==> src/rtl/sar_seq_if.sv <==
// Bundle of sequencer control, SAR converter handshake and result stream signals.
// master = sequencer side, slave = environment (SAR front end, control, result sink).
interface sar_seq_if #(
  parameter int SIZE = 8,
  parameter int NCH  = 4
);
  localparam int CW = $clog2(NCH);

  logic            en;
  logic            trig;
  logic            cont;
  logic [NCH-1:0]  ch_mask;
  logic            sar_start;
  logic            sar_done;
  logic [SIZE-1:0] sar_data;
  logic [CW-1:0]   ch_sel;
  logic            sample;
  logic [SIZE-1:0] data_out;
  logic [CW-1:0]   data_ch;
  logic            data_valid;
  logic            data_ready;
  logic            busy;
  logic            eos;
  logic            err;

  modport master (
    input  en, trig, cont, ch_mask, sar_done, sar_data, data_ready,
    output sar_start, ch_sel, sample, data_out, data_ch, data_valid, busy, eos, err
  );

  modport slave (
    output en, trig, cont, ch_mask, sar_done, sar_data, data_ready,
    input  sar_start, ch_sel, sample, data_out, data_ch, data_valid, busy, eos, err
  );
endinterface

==> src/rtl/sar_seq.sv <==
// SAR scan sequencer: walks the latched channel mask, runs sample/convert per channel, streams results.
// Optional macro SAR_SEQ_AVG_EN: four conversions per channel, delivered as their truncated mean.
module sar_seq #(
  parameter int SIZE          = 8,
  parameter int NCH           = 4,
  parameter int SAMPLE_CYCLES = 4,
  parameter int TIMEOUT       = SIZE + 4
) (
  input  logic     clk,
  input  logic     rst,
  sar_seq_if.master bus
);
  localparam int CW = $clog2(NCH);
  localparam int SW = (SAMPLE_CYCLES > 1) ? $clog2(SAMPLE_CYCLES) : 1;
  localparam int TW = $clog2(TIMEOUT + 1);

  typedef enum logic [2:0] {IDLE, SAMPLE, CONV, HOLD, NEXT} state_t;

  state_t          state_q;
  logic [NCH-1:0]  mask_q;
  logic [CW-1:0]   ch_sel_q;
  logic [CW-1:0]   data_ch_q;
  logic [SW-1:0]   scnt_q;
  logic [TW-1:0]   tcnt_q;
  logic [SIZE-1:0] pend_q;
  logic [SIZE-1:0] data_out_q;
  logic            sar_start_q;
  logic            sample_q;
  logic            data_valid_q;
  logic            busy_q;
  logic            eos_q;
  logic            err_q;

  logic [CW-1:0]   first_ch;
  logic [CW-1:0]   next_ch;
  logic            next_vld;
  logic [SIZE-1:0] res_d;
  logic            out_free;

`ifdef SAR_SEQ_AVG_EN
  logic [1:0]      avg_q;
  logic [SIZE+1:0] acc_q;
  logic [SIZE+1:0] acc_sum;

  // First conversion of a channel starts the sum fresh, so no clear is needed between channels.
  assign acc_sum = ((avg_q == 2'd0) ? '0 : acc_q) + {2'b00, bus.sar_data};
  assign res_d   = acc_sum[SIZE+1:2];
`else
  assign res_d   = bus.sar_data;
`endif

  assign out_free = !data_valid_q || bus.data_ready;

  always_comb begin
    first_ch = '0;
    next_ch  = '0;
    next_vld = 1'b0;
    for (int i = NCH - 1; i >= 0; i--) begin
      if (bus.ch_mask[i]) first_ch = CW'(i);
      if (mask_q[i] && (i > int'(ch_sel_q))) begin
        next_ch  = CW'(i);
        next_vld = 1'b1;
      end
    end
  end

  always_ff @(posedge clk or posedge rst) begin
    if (rst) begin
      state_q      <= IDLE;
      mask_q       <= '0;
      ch_sel_q     <= '0;
      data_ch_q    <= '0;
      scnt_q       <= '0;
      tcnt_q       <= '0;
      pend_q       <= '0;
      data_out_q   <= '0;
      sar_start_q  <= 1'b0;
      sample_q     <= 1'b0;
      data_valid_q <= 1'b0;
      busy_q       <= 1'b0;
      eos_q        <= 1'b0;
      err_q        <= 1'b0;
`ifdef SAR_SEQ_AVG_EN
      avg_q        <= '0;
      acc_q        <= '0;
`endif
    end else begin
      sar_start_q <= 1'b0;
      eos_q       <= 1'b0;
      if (data_valid_q && bus.data_ready) data_valid_q <= 1'b0;
      case (state_q)
        IDLE: begin
          if (bus.en && bus.trig && (|bus.ch_mask)) begin
            mask_q   <= bus.ch_mask;
            ch_sel_q <= first_ch;
            err_q    <= 1'b0;
            busy_q   <= 1'b1;
            sample_q <= 1'b1;
            scnt_q   <= '0;
            state_q  <= SAMPLE;
          end
        end
        SAMPLE: begin
          if (scnt_q == SW'(SAMPLE_CYCLES - 1)) begin
            sample_q    <= 1'b0;
            sar_start_q <= 1'b1;
            tcnt_q      <= '0;
            state_q     <= CONV;
          end else begin
            scnt_q <= scnt_q + 1'b1;
          end
        end
        CONV: begin
          if (bus.sar_done) begin
`ifdef SAR_SEQ_AVG_EN
            avg_q <= avg_q + 1'b1;
            if (avg_q != 2'd3) begin
              acc_q    <= acc_sum;
              sample_q <= 1'b1;
              scnt_q   <= '0;
              state_q  <= SAMPLE;
            end else
`endif
            if (out_free) begin
              data_out_q   <= res_d;
              data_ch_q    <= ch_sel_q;
              data_valid_q <= 1'b1;
              state_q      <= NEXT;
            end else begin
              pend_q  <= res_d;
              state_q <= HOLD;
            end
          end else if (tcnt_q == TW'(TIMEOUT - 1)) begin
            err_q   <= 1'b1;
            busy_q  <= 1'b0;
            state_q <= IDLE;
`ifdef SAR_SEQ_AVG_EN
            avg_q   <= '0;
`endif
          end else begin
            tcnt_q <= tcnt_q + 1'b1;
          end
        end
        HOLD: begin
          if (bus.data_ready) begin
            data_out_q   <= pend_q;
            data_ch_q    <= ch_sel_q;
            data_valid_q <= 1'b1;
            state_q      <= NEXT;
          end
        end
        NEXT: begin
          // Dropping en ends the scan quietly once the current result is out.
          if (!bus.en) begin
            busy_q  <= 1'b0;
            state_q <= IDLE;
          end else if (next_vld) begin
            ch_sel_q <= next_ch;
            sample_q <= 1'b1;
            scnt_q   <= '0;
            state_q  <= SAMPLE;
          end else begin
            eos_q <= 1'b1;
            if (bus.cont && (|bus.ch_mask)) begin
              mask_q   <= bus.ch_mask;
              ch_sel_q <= first_ch;
              sample_q <= 1'b1;
              scnt_q   <= '0;
              state_q  <= SAMPLE;
            end else begin
              busy_q  <= 1'b0;
              state_q <= IDLE;
            end
          end
        end
        default: begin
          busy_q  <= 1'b0;
          state_q <= IDLE;
        end
      endcase
    end
  end

  assign bus.sar_start  = sar_start_q;
  assign bus.sample     = sample_q;
  assign bus.ch_sel     = ch_sel_q;
  assign bus.data_out   = data_out_q;
  assign bus.data_ch    = data_ch_q;
  assign bus.data_valid = data_valid_q;
  assign bus.busy       = busy_q;
  assign bus.eos        = eos_q;
  assign bus.err        = err_q;
endmodule

==> src/flat_wrapper.sv <==
// flat-port wrapper written by rule: the top's interface ports become plain ports
module sar_seq_flat 
#(
  parameter int SIZE          = 8,
  parameter int NCH           = 4,
  parameter int SAMPLE_CYCLES = 4,
  parameter int TIMEOUT       = SIZE + 4
)
  (clk, rst, bus_en, bus_trig, bus_cont, bus_ch_mask, bus_sar_done, bus_sar_data, bus_data_ready, bus_sar_start, bus_ch_sel, bus_sample, bus_data_out, bus_data_ch, bus_data_valid, bus_busy, bus_eos, bus_err);
  sar_seq_if #(.SIZE(SIZE), .NCH(NCH)) bus_i ();
  input  logic clk;
  input  logic rst;
  input wire logic [$bits(bus_i.en)-1:0] bus_en;
  input wire logic [$bits(bus_i.trig)-1:0] bus_trig;
  input wire logic [$bits(bus_i.cont)-1:0] bus_cont;
  input wire logic [$bits(bus_i.ch_mask)-1:0] bus_ch_mask;
  input wire logic [$bits(bus_i.sar_done)-1:0] bus_sar_done;
  input wire logic [$bits(bus_i.sar_data)-1:0] bus_sar_data;
  input wire logic [$bits(bus_i.data_ready)-1:0] bus_data_ready;
  output wire logic [$bits(bus_i.sar_start)-1:0] bus_sar_start;
  output wire logic [$bits(bus_i.ch_sel)-1:0] bus_ch_sel;
  output wire logic [$bits(bus_i.sample)-1:0] bus_sample;
  output wire logic [$bits(bus_i.data_out)-1:0] bus_data_out;
  output wire logic [$bits(bus_i.data_ch)-1:0] bus_data_ch;
  output wire logic [$bits(bus_i.data_valid)-1:0] bus_data_valid;
  output wire logic [$bits(bus_i.busy)-1:0] bus_busy;
  output wire logic [$bits(bus_i.eos)-1:0] bus_eos;
  output wire logic [$bits(bus_i.err)-1:0] bus_err;
  assign bus_i.en = bus_en;
  assign bus_i.trig = bus_trig;
  assign bus_i.cont = bus_cont;
  assign bus_i.ch_mask = bus_ch_mask;
  assign bus_i.sar_done = bus_sar_done;
  assign bus_i.sar_data = bus_sar_data;
  assign bus_i.data_ready = bus_data_ready;
  assign bus_sar_start = bus_i.sar_start;
  assign bus_ch_sel = bus_i.ch_sel;
  assign bus_sample = bus_i.sample;
  assign bus_data_out = bus_i.data_out;
  assign bus_data_ch = bus_i.data_ch;
  assign bus_data_valid = bus_i.data_valid;
  assign bus_busy = bus_i.busy;
  assign bus_eos = bus_i.eos;
  assign bus_err = bus_i.err;
  sar_seq #(.SIZE(SIZE), .NCH(NCH), .SAMPLE_CYCLES(SAMPLE_CYCLES), .TIMEOUT(TIMEOUT)) u_core (.clk(clk), .rst(rst), .bus(bus_i));
endmodule
==> config.mk <==
export PLATFORM = sky130hd
export DESIGN_NAME = sar_seq_flat
export DESIGN_NICKNAME = d
export VERILOG_FILES = /design/src/rtl/sar_seq_if.sv /design/src/rtl/sar_seq.sv /design/src/flat_wrapper.sv
export SDC_FILE = /design/constraint.sdc
export NUM_CORES = 1
export LEC_CHECK = 0
export BUFFER_PORTS_ARGS = -buffer_cell sky130_fd_sc_hd__buf_2
export CAP_MARGIN = 20
export CORE_UTILIZATION = 50
export DETAILED_ROUTE_END_ITERATION = 16
export GPL_TIMING_DRIVEN = 0
export PLACE_DENSITY = 0.74
export SLEW_MARGIN = 10
export SYNTH_ARGS = -nofsm -noshare
export SYNTH_HDL_FRONTEND = slang
export SYNTH_SLANG_ARGS = --single-unit
==> constraint.sdc <==
create_clock -name clk -period 5.4 [get_ports clk]
set_clock_uncertainty 0.2 [all_clocks]
set_input_delay 1.08 -clock clk [delete_from_list [all_inputs] [get_ports clk]]
set_output_delay 1.08 -clock clk [all_outputs]
set_load 0.01 [all_outputs]
==> results.py <==
metrics = {
    "yosys": {
        "synth_warnings": 0,
        "synth-edff-count": 0,
        "synth_cells": 179,
        "ys.flop_type": "dfrtp_1",
        "ys_top_cells_by_area": "dfrtp_1 (50%), mux2_2 (8.3%), mux2i_1 (4.2%), nand2_1 (3.9%), o21ai_0 (3.4%)",
        "syn_avg_cell_area_sq_um": 10.6,
        "synth_top_area_share_pct": 50.0,
        "yosysMostFrequentCell": "dfrtp_1",
        "synth-seq-cells": 38,
        "syn_nets": 200,
        "synthesis.area_sq_um": 1900,
        "synth_top_area_cell": "dfrtp_1",
        "async_flop_share_pct": 100,
        "synth_cell_type_count": 47,
        "ys_seq_area_share_pct": 50.0,
        "synth_common_cells": "dfrtp_1 (38), nand2_1 (20), mux2_2 (14)",
    },
    "routing": {
        "wl_per_cell_um": 13.5,
        "dr.first_iter.drc_count": 98,
        "drc_errors": 0,
        "drt-pass1-iter-count": 4,
        "ant_nets": 0,
        "dr_total_vias": 1493,
        "vias_per_cell": 5.53,
        "routed_wirelength_um": 3650,
    },
    "setup_path": {
        "crit_fanout": 10,
        "critPathKind": "primary input to flip-flop",
        "cpPeakStageDelay_ns": 0.71,
        "worst_path_max_delay_cell": "o221ai_1",
        "r2r_cells": 5,
        "cp.arrival_ns": 2.52,
        "critPathLaunchType": "primary input",
        "cp_cell_sequence": "clkbuf_1, o221ai_1, buf_2, nand2_1, o21ai_0",
        "cp.depth": 5,
        "end_kind": "flip-flop",
        "cp_num_buf_inv": 2,
        "worstPathRequired_ns": 5.39,
        "cpLargestDelayFamily": "compound AO/OA/AOI/OAI gates",
    },
    "cts": {
        "post_cts.repair.setup_buffers": 0,
        "cts_buffer_depth": 2,
        "root_buffer": "clkbuf_8",
        "worstSkewPairLatency_ns": 0.29,
        "cts_tree": "yes",
        "cts_resized": 0,
        "clk_pin_slew_ns": 0.07,
        "cts_hold_repair.buffers": 0,
        "cts_made_buffers": 5,
        "cts_sinks": 38,
        "htreeDepth": 2,
    },
    "grt": {
        "antenna_found_initial": 0,
        "grt_overflow_total": 0,
        "grt_max_degree": 39,
        "grt_pass1_wl_um": 6210,
        "grt_pass1_vias": 1425,
        "track_usage_pct": 19.9,
    },
    "floorplanning": {
        "initial_core_util_pct": 52.0,
        "coreArea_sq_um": 3660,
        "pin_count": 37,
        "die_area_sq_um": 4060,
        "die_w_um": 63.7,
        "rows": 22,
        "die_h_um": 63.7,
    },
    "layout": {
        "layout.nets": 242,
        "fillers": 327,
        "drive_gt1_share_pct": 32.9,
        "regArea_sq_um": 951,
        "multi_input_area_sq_um": 877,
        "diodes": 0,
        "area_delta_synth_final_pct": 17.2,
    },
    "placement": {
        "pre_cts_ws_ns": 2.49,
        "port_buffers": 35,
        "hpwl_um": 2600,
        "gp_congestion": 0.767,
    },
    "pwr": {
        "total_power_mw": 1.11,
        "irDropWorstVdd_v": 0.000288,
        "power.density_nw_per_um2": 498,
        "leakagePower_nw": 1.16,
    },
    "timing": {
        "fmax_ghz": 0.395,
        "relSlewSlack_pct": 43.7,
        "finalCritPeriodShare_pct": 46.8,
        "finalSetupViolations": 0,
        "rsz0062_at_grt": "false",
        "finalHoldViolCount": 0,
        "period_needed_ns": 2.53,
        "layout_setup_ws_ns": 2.87,
        "worstMarginPinSlew_ns": 0.844,
        "tns_ns": 0,
        "drv_slew": 0,
    },
    "worst_hold_path": {
        "hold_depth": 2,
        "hold_class": "flip-flop to flip-flop",
    },
    "status": {
        "status": "completed",
    },
    "run": {
        "maxCapViolCount": 0,
    },
}
-- power by group --
group	leakage (nW)	switching, mW	internal (mW)	total, mW
combinational	0.613	0.237	0.215	0.453
sequential	0.494	0.0725	0.388	0.461
clock	0.0482	0.0943	0.103	0.197
-- final cells by class --
class | count | share of cell area (%)
sequential | 38 | 42.6
tap | 48 | 2.69
buffer | 7 | 2.02
timing repair buffer | 35 | 7.86
inverter | 8 | 1.35
multi-input combinational | 126 | 39.3
clock buffer | 7 | 3.87
clock inverter | 1 | 0.224
-- cell usage in the layout, fill, tap and decap left out, drive strengths merged, types with 2 or more instances in the layout --
| master | synthesis | final |
|---|---|---|
| a21o | 2 | 2 |
| nor2b | 2 | 2 |
| nand2 | 22 | 22 |
| a31oi | 4 | 4 |
| ha | 2 | 2 |
| or4 | 2 | 2 |
| nor2 | 10 | 10 |
| a21oi | 10 | 10 |
| clkbuf | 5 | 12 |
| dfrtp | 38 | 38 |
| nand3b | 2 | 2 |
| nor3 | 3 | 3 |
| and2b | 2 | 2 |
| or2b | 2 | 2 |
| a22o | 3 | 3 |
| mux2i | 8 | 8 |
| nand3 | 4 | 4 |
| buf | 2 | 37 |
| inv | 8 | 8 |
| mux2 | 15 | 15 |
| o21ai | 13 | 13 |
| nand4 | 3 | 3 |
-- flip-flops by register name, summed over array words and instances (netlist names) --
| name | count |
|---|---|
| u_core.mask_q | 3 |
| u_core.bus.ch_sel | 2 |
| u_core.bus.sample | 1 |
| u_core.bus.busy | 1 |
| u_core.bus.data_ch | 2 |
| u_core.bus.sar_start | 1 |
| u_core.bus.data_valid | 1 |
| u_core.state_q | 3 |
| u_core.tcnt_q | 4 |
| u_core.pend_q | 8 |
| u_core.bus.err | 1 |
| u_core.bus.eos | 1 |
| u_core.bus.data_out | 8 |
| u_core.scnt_q | 2 |
-- final timing paths --
kind,from,end,slack (ns)
max in group asynchronous,rst,u_core.mask_q[1],3.77
worst max-delay path,bus_sar_done,u_core.bus.data_out[7],2.87
worst min-delay path,u_core.bus.data_out[2],u_core.bus.data_out[2],0.28
worst min register to register,u_core.bus.data_out[2],u_core.bus.data_out[2],0.28
worst max register to register,u_core.state_q[0],u_core.bus.data_out[7],3.19
min in group asynchronous,rst,u_core.pend_q[0],0.73
-- kinds of logic (layout without fill, tap and decap cells) --
kind of cell,after synthesis,in the layout,share of synthesized area [%]
multiplexers,23,23,13.3
flip-flops,38,38,50.0
AO/OA/AOI/OAI,43,43,14.6
adder cells (fa/ha/maj),2,2,1.31
XOR/XNOR,1,1,0.460
buffers and inverters,15,58,3.94
AND/OR/NAND/NOR,57,57,16.4
-- through the flow --
step                std cells  hold slack (ns)  instance area [sq um]  utilization, %
floorplan                 179            0.270                   1900               -
global placement          262            0.261                   2140            58.4
detailed placement        262            0.265                   2140            58.4
CTS                       270            0.282                   2230            60.9
global route              270            0.307                   2230            60.9
finish                    270            0.276                   2230            60.9
-- metal layers --
metal	GRT usage, %	part of all wire, %	wire length, um
met5	0	0	0
met4	10.5	1.7	63
met3	5.07	4.3	158
met2	31.5	47	1730
met1	24.9	47	1700
-- worst min-delay path, stage by stage (launching register included) --
cell and delay [ns]:
dfrtp_1 0.34, nand2_1 0.04, o21ai_0 0.06
Power figures use the tool's default switching activity.
